==> src/rtl/instr_fetch_unit.sv <==
// Instruction fetch unit: owns the PC, runs a req/ack fetch and computes the next PC on commit.
// Optional misaligned-target trap enabled by defining IFU_ALIGN_CHECK_EN.
module instr_fetch_unit #(
  parameter logic [31:0] RESET_PC = 32'h0000_3000
) (
  input  logic        i_clk,
  input  logic        i_reset,
  output logic        o_imem_req,
  output logic [31:0] o_imem_addr,
  input  logic        i_imem_ack,
  input  logic [31:0] i_imem_rdata,
  output logic [31:0] o_instr,
  output logic        o_instr_valid,
  input  logic        i_commit,
  input  logic [2:0]  i_npc_sel,
  input  logic        i_zero,
  input  logic [31:0] i_rs_data,
  output logic [31:0] o_pc,
  output logic [31:0] o_pc_plus4,
  output logic        o_align_fault
);

  localparam logic [1:0] ST_IDLE  = 2'd0;
  localparam logic [1:0] ST_REQ   = 2'd1;
  localparam logic [1:0] ST_EXEC  = 2'd2;
`ifdef IFU_ALIGN_CHECK_EN
  localparam logic [1:0] ST_FAULT = 2'd3;
`endif

  localparam logic [2:0] SEL_SEQ  = 3'b000;
  localparam logic [2:0] SEL_BEQ  = 3'b001;
  localparam logic [2:0] SEL_JUMP = 3'b010;
  localparam logic [2:0] SEL_JR   = 3'b011;
  localparam logic [2:0] SEL_BNE  = 3'b100;

  logic [1:0]  r_state;
  logic [31:0] r_pc;
  logic [31:0] r_pc_plus4;
  logic [31:0] r_instr;
  logic        r_instr_valid;
  logic        r_imem_req;
  logic [31:0] w_target;
  logic [31:0] w_next_pc;

  function automatic logic [31:0] f_branch_target(input logic [31:0] pc4, input logic [15:0] imm);
    return pc4 + {{14{imm[15]}}, imm, 2'b00};
  endfunction

  function automatic logic [31:0] f_next_pc(
    input logic [31:0] pc,
    input logic [31:0] instr,
    input logic [31:0] rs,
    input logic [2:0]  sel,
    input logic        zero
  );
    logic [31:0] pc4;
    pc4 = pc + 32'd4;
    case (sel)
      SEL_SEQ:  return pc4;
      SEL_BEQ:  return zero ? f_branch_target(pc4, instr[15:0]) : pc4;
      SEL_JUMP: return {pc4[31:28], instr[25:0], 2'b00};
      SEL_JR:   return rs;
      SEL_BNE:  return zero ? pc4 : f_branch_target(pc4, instr[15:0]);
      default:  return pc4;
    endcase
  endfunction

  // Raw target from the decoder select; the sequential path decides whether it is usable.
  always_comb begin
    w_target  = f_next_pc(r_pc, r_instr, i_rs_data, i_npc_sel, i_zero);
    w_next_pc = w_target & ~32'd3;
  end

`ifdef IFU_ALIGN_CHECK_EN
  logic r_align_fault;
  logic w_misaligned;

  // A target with low bits set is trapped rather than silently realigned.
  always_comb begin
    w_misaligned = (w_target[1:0] != 2'b00);
  end
`endif

  // Fetch/execute sequencer; reset wins over any pending ack or commit.
  always_ff @(posedge i_clk) begin
    if (i_reset) begin
      r_state       <= ST_IDLE;
      r_pc          <= RESET_PC;
      r_pc_plus4    <= RESET_PC + 32'd4;
      r_instr       <= 32'd0;
      r_instr_valid <= 1'b0;
      r_imem_req    <= 1'b0;
`ifdef IFU_ALIGN_CHECK_EN
      r_align_fault <= 1'b0;
`endif
    end else begin
      case (r_state)
        ST_IDLE: begin
          r_state    <= ST_REQ;
          r_imem_req <= 1'b1;
        end
        ST_REQ: begin
          if (i_imem_ack) begin
            r_instr       <= i_imem_rdata;
            r_imem_req    <= 1'b0;
            r_instr_valid <= 1'b1;
            r_state       <= ST_EXEC;
          end
        end
        ST_EXEC: begin
          if (i_commit) begin
`ifdef IFU_ALIGN_CHECK_EN
            if (w_misaligned) begin
              r_state       <= ST_FAULT;
              r_instr_valid <= 1'b0;
              r_align_fault <= 1'b1;
            end else begin
              r_pc          <= w_next_pc;
              r_pc_plus4    <= w_next_pc + 32'd4;
              r_instr_valid <= 1'b0;
              r_imem_req    <= 1'b1;
              r_state       <= ST_REQ;
            end
`else
            r_pc          <= w_next_pc;
            r_pc_plus4    <= w_next_pc + 32'd4;
            r_instr_valid <= 1'b0;
            r_imem_req    <= 1'b1;
            r_state       <= ST_REQ;
`endif
          end
        end
`ifdef IFU_ALIGN_CHECK_EN
        ST_FAULT: begin
          r_imem_req    <= 1'b0;
          r_instr_valid <= 1'b0;
        end
`endif
        default: begin
          r_state       <= ST_IDLE;
          r_imem_req    <= 1'b0;
          r_instr_valid <= 1'b0;
        end
      endcase
    end
  end

  assign o_imem_req    = r_imem_req;
  assign o_imem_addr   = r_pc;
  assign o_instr       = r_instr;
  assign o_instr_valid = r_instr_valid;
  assign o_pc          = r_pc;
  assign o_pc_plus4    = r_pc_plus4;
`ifdef IFU_ALIGN_CHECK_EN
  assign o_align_fault = r_align_fault;
`else
  assign o_align_fault = 1'b0;
`endif

endmodule

==> config.mk <==
export PLATFORM = sky130hd
export DESIGN_NAME = instr_fetch_unit
export DESIGN_NICKNAME = d
export VERILOG_FILES = /design/src/rtl/instr_fetch_unit.sv
export SDC_FILE = /design/constraint.sdc
export NUM_CORES = 1
export LEC_CHECK = 0
export BUFFER_PORTS_ARGS = -buffer_cell sky130_fd_sc_hd__buf_2
export CORE_MARGIN = 1
export CORE_UTILIZATION = 30
export DETAILED_ROUTE_END_ITERATION = 16
export GPL_TIMING_DRIVEN = 0
export PLACE_DENSITY = 0.63
export SLEW_MARGIN = 30
export SYNTH_ARGS = -nofsm -noshare
export SYNTH_HDL_FRONTEND = slang
export SYNTH_SLANG_ARGS = --single-unit
==> constraint.sdc <==
create_clock -name i_clk -period 4.8 [get_ports i_clk]
set_clock_uncertainty 0.05 [all_clocks]
set_input_delay 0.96 -clock i_clk [delete_from_list [all_inputs] [get_ports i_clk]]
set_output_delay 0.96 -clock i_clk [all_outputs]
set_load 0.02 [all_outputs]
======== After elaboration in Yosys (flattened, before gate mapping) ========
Cells that the tools add are included.
storage, ports and cells
  bits in registers ....................... 98
  bits of input ports ..................... 72
  output and inout port bits .............. 131
  word-level logic and storage cells ...... 35
operators by class
  $add $sub $neg .......................... 3
  equality and inequality tests ........... 8
  muxes and demuxes ....................... 12
  bitwise logic cells ..................... 1
  reductions and logical operators ........ 5
operator list
  operator               number
  $pmux 32 s4            1
  $add 32x3->32 const B  2
  $mux 32                2
  $add 32x32->32         1
  $eq 3x2->1 const B     2
  $pmux 1 s3             2
  $pmux 2 s3             1
  $reduce_and 2->1       3
  $mux 1                 4
  $mux 2                 2
  $ne 2x2->1 const B     2
  $eq 3x1->1 const B     1
  $eq 3x3->1 const B     1
  $reduce_and 3->1       1
  $eq 2x1->1 const B     1
  $eq 2x2->1 const B     1
  $logic_not 2->1        1
  $not 1->1              1

======== Longest topological paths before layout ========
  depth in word-level cells ............... 5
  mapped depth ............................ 19
  mapped depth without buffers ............ 18

======== Worst setup path before layout ========
OpenSTA, ideal clock, no wires.
  path type ............................... register -> register
  start point ............................. reg r_pc[3] (netlist: o_imem_addr[3])
  end point ............................... reg r_pc_plus4[31] (netlist: o_pc_plus4[31])
  setup time .............................. 0.120 ns
  data arrival time ....................... 4.993 ns
  setup slack ............................. -0.363 ns
  cell stages (with the launch flop) ...... 19
  clock period less this slack ............ 5.163 ns
  path through ............................ dfxtp_1 -> ha_1 -> nand4_2 -> or4_4 -> buf_6 -> or2_2 -> xnor2_1 -> ha_1 -> clkbuf_1 -> inv_1 -> o31ai_1 -> o41a_1 -> or4b_2 -> a221oi_1 -> o2bb2ai_1 -> a211oi_1 -> nand4b_1 -> nor3_1 -> a211o_1
on the way
  longest elaborated chain between the ends .. 5
RTL lines
  element                            RTL line  text
  start, declared                    37        logic [31:0] r_pc;
  start signal, assigned             125       r_pc <= w_next_pc;
  $add 32x3->32 (*)                  57        pc4 = pc + 32'd4;
  $add 32x32->32                     46        return pc4 + {{14{imm[15]}}, imm, 2'b00};
  $mux 32, on equally long branches  63, 60
  $pmux 32 s4 (*)                    58        case (sel)
  $add 32x3->32 (*)                  126       r_pc_plus4 <= w_next_pc + 32'd4;
  end signal, assigned               89        r_pc_plus4 <= RESET_PC + 32'd4;
  end signal, assigned               126
  end, declared                      38        logic [31:0] r_pc_plus4;
Mark *: on every way between the ends. The rest lies on a longest branch, timed or not.
A chain may end at the register's enable or synchronous reset.

======== Final worst setup path ========
  start point ............................. reg r_pc[4] (netlist: o_imem_addr[4])
  end point ............................... reg r_pc_plus4[28] (netlist: o_pc_plus4[28])
The elaborated chain is that of the path after synthesis.

==> run_results.csv <==
group,metric,value,unit
status,outcome,"completed",
place,pre_cts_ws,-820,ps
sta,setup-tns-final,0,ps
synthesis,yosysUniqueCellTypes,84,
power,finalPower,2.13,mW
worst_setup_path,cp.required,4980,ps
synthesis,synth_top_family_by_area,"simple AND/OR/NAND/NOR gates",
floorplan,rows,57,
sta,setup_slack,106,ps
cells_and_area,nets,1361,
floorplan,io_pins,203,
worst_setup_path,crit_chain,"nand3_4, nor4_2, xor2_1, ha_4, a21o_1, a31oi_2, o221a_2, o31a_1, xor2_1, a2111o_1, or4_4, or4_4, nand3_4, a21oi_1",
synthesis,synth_simple_gate_area_share,26.0,%
worst_hold_path,hold_path_depth,2,
clocking,numCtsBuffers,9,
grt,grt_max_degree,19,
cells_and_area,n_fill_cell,2598,
clocking,cts.clk_slew.worst_paths,80,ps
drt,drtIter0Drc,537,
cells_and_area,layout_commonest_cell,"buf_2",
floorplan,die_y,161,um
sta,finalCritPeriodShare,97.8,%
worst_setup_path,timing.rr.start,"o_imem_addr[4]",
clocking,htreeDepth,3,
synthesis,synth_ff_type,"dfxtp_1",
worst_setup_path,slowest_stage,"or4_4",
synthesis,ys_async_sr_fraction,0,%
floorplan,fp.dieArea,26000,um^2
sta,max_freq,0.213,GHz
worst_setup_path,critPathArrivalTime,4870,ps
clocking,cts_hold_buf,0,
synthesis,synthCells,1013,
synthesis,synth-compound-area-share,23.5,%
worst_setup_path,endpoint_kind,"flip-flop",
place,io_buffer_count,190,
synthesis,ys_ff_latch,95,
drt,avgRoutedWirePerCell,18.2,um
drt,vias,8524,
worst_setup_path,crit_buf_inv,0,
floorplan,core,24600,um^2
worst_setup_path,rr_endpoint,"o_pc_plus4[28]",
worst_setup_path,ff2ff_setup_slack,110,ps
place,globalplace.congestion,0.925,
grt,grt_antenna_before_repair,2,
worst_setup_path,reg2reg_depth,14,
worst_hold_path,hp-start,"o_pc_plus4[22]",
synthesis,synth_fa_ha_area_share,5.86,%
cells_and_area,final_area,10200,um^2
drt,detail-route-antenna-nets,0,
power,leakagePower,4.40,nW
clocking,cts_root_buf,"clkbuf_16",
grt,grt_overflow,0,
sta,fin_crit,4690,ps
worst_setup_path,crit_fanout,10,
worst_setup_path,cpPeakStageDelay,530,ps
synthesis,muxShareOfSynthArea,3.90,%
worst_setup_path,worst-setup-path-type,"flip-flop to flip-flop",
synthesis,synth-edff-count,0,
floorplan,initial_core_util,30.9,%
clocking,cts_tree,"built",
clocking,cts_buffer_depth,2,
worst_hold_path,hp-class,"flip-flop to flip-flop",
drt,drc,0,
clocking,cts_sinks,95,
flow_run,cap_violations,0,
synthesis,ys_seq_area_share,25.0,%
synthesis,netlist_area,7600,um^2
drt,wl,28.8,mm
synthesis,ys_warn_count,0,
sta,drv_slew,0,
worst_hold_path,hold_path_end,"o_pc_plus4[22]",
sta,hold_viol,0,
place,placed_cell_area,8990,um^2
cells_and_area,layout_common_cells,"buf_2, nand2_1, nor2_1, a21oi_1, buf_4",
sta,worstMarginPinSlew,984,ps
grt,grt_use_total,21.7,%
cells_and_area,drive_gt1_share,34.4,%
sta,setup_viol,0,
drt,viasPerCell,5.38,
grt,grt_pass1_vias,7838,
drt,drt_first_pass_iters,5,
power,p_per_area,208,nW/um^2
cells_and_area,area_delta_synth_final,34.5,%
power,peakVddDrop,224,uV
worst_setup_path,crit_path_start_kind,"flip-flop",
synthesis,postSynthAreaPerCell,7.50,um^2
clocking,clkLatencyLatePin,370,ps
grt,grt_pass1_wl,43.6,mm
synthesis,synthXorXnorAreaFrac,6.70,%
place,dp_hpwl,22.5,mm
floorplan,die_x,161,um
worst_setup_path,cp_top_family,"simple AND/OR/NAND/NOR gates",
sta,maxSlewHeadroom,34.4,%
[flip-flops by register name, summed over array words and instances (netlist names)]
name           count
o_instr           32
o_imem_addr       30
o_pc_plus4        30
r_state            2
o_instr_valid      1
[worst max path at each step]
stage                               from             end  cells after the start
after detailed placement  o_imem_addr[4]  o_pc_plus4[28]                     15
after floorplan           o_imem_addr[3]  o_pc_plus4[31]                     18
after CTS                 o_imem_addr[4]  o_pc_plus4[28]                     15
after global placement    o_imem_addr[4]  o_pc_plus4[28]                     15
final                     o_imem_addr[4]  o_pc_plus4[28]                     14
after global routing      o_imem_addr[6]  o_pc_plus4[28]                     15
[Yosys cell counts (11+ instances only)]
cell,count,area [um^2]
ha_1,34,425
nand4_1,16,100
mux2i_1,24,240
o21ai_0,40,200
dfxtp_1,95,1900
xnor2_1,36,315
a211oi_1,35,263
a21oi_1,99,495
clkbuf_1,37,139
nand2_1,145,544
nor2_1,95,357
nor4_1,11,68.8
and3_1,12,75.1
nand3_1,32,160
nor3_1,26,130
buf_4,39,293
inv_1,27,101
xor2_1,19,166
[cell families after synthesis]
logic type / after synthesis
and+or+nand+nor: 403
AOI/OAI and AO/OA: 273
buffers and inverters: 121
DFF: 95
xor gates and xnor gates: 56
adders and majority gates: 35
muxes: 29
other: 1
[final cells by class]
| class | count | area [um^2] | area share (%) |
|---|---|---|---|
| antenna | 2 | 5.00 | 0.0490 |
| buffer | 85 | 546 | 5.34 |
| clock buffer | 9 | 225 | 2.20 |
| clock inverter | 7 | 88.8 | 0.869 |
| inverter | 27 | 101 | 0.992 |
| multi-input combinational | 803 | 5620 | 55.0 |
| sequential | 95 | 1950 | 19.1 |
| tap | 324 | 405 | 3.97 |
| timing repair buffer | 233 | 1270 | 12.5 |
[power by group]
group	switching [mW]	total [mW]	internal (mW)
Combinational	0.305	0.498	0.194
Sequential	0.0374	0.846	0.809
Clock	0.366	0.784	0.418
Total	0.708	2.13	1.42
[stage by stage]
step / cells / util [%] / hold slack [ps]
4_1_cts: 1572 / 39.6 / 402
3_3_place_gp: 1533 / 36.6 / 380
6_report: 1585 / 41.5 / 400
2_1_floorplan: 1019 / - / 440
5_1_grt: 1583 / 41.5 / 419
3_5_place_dp: 1533 / 36.6 / 386
[per-layer routing]
layer / vias up / global-route usage [%] / wire (um)
met5: - / 0 / 0
li1: 4109 / - / -
met3: 49 / 3.90 / 2000
met2: 318 / 35.9 / 13300
met4: 0 / 8.32 / 997
met1: 4048 / 28.0 / 12500
[worst reg2reg max path, delay by kind of cell (launching register included)]
family | cells | cell delay, ps
compound gates | 6 | 1560
xor+xnor | 2 | 540
fa+ha+maj | 1 | 300
flops | 1 | 430
simple gates | 5 | 1700
[repair_timing]
item	4_1_cts	5_1_grt
endpoints found under the setup margin	14	12
buffers inserted	28	15
resized for setup	53	76
pin swaps	18	28
(Power assumes the default switching activity.)
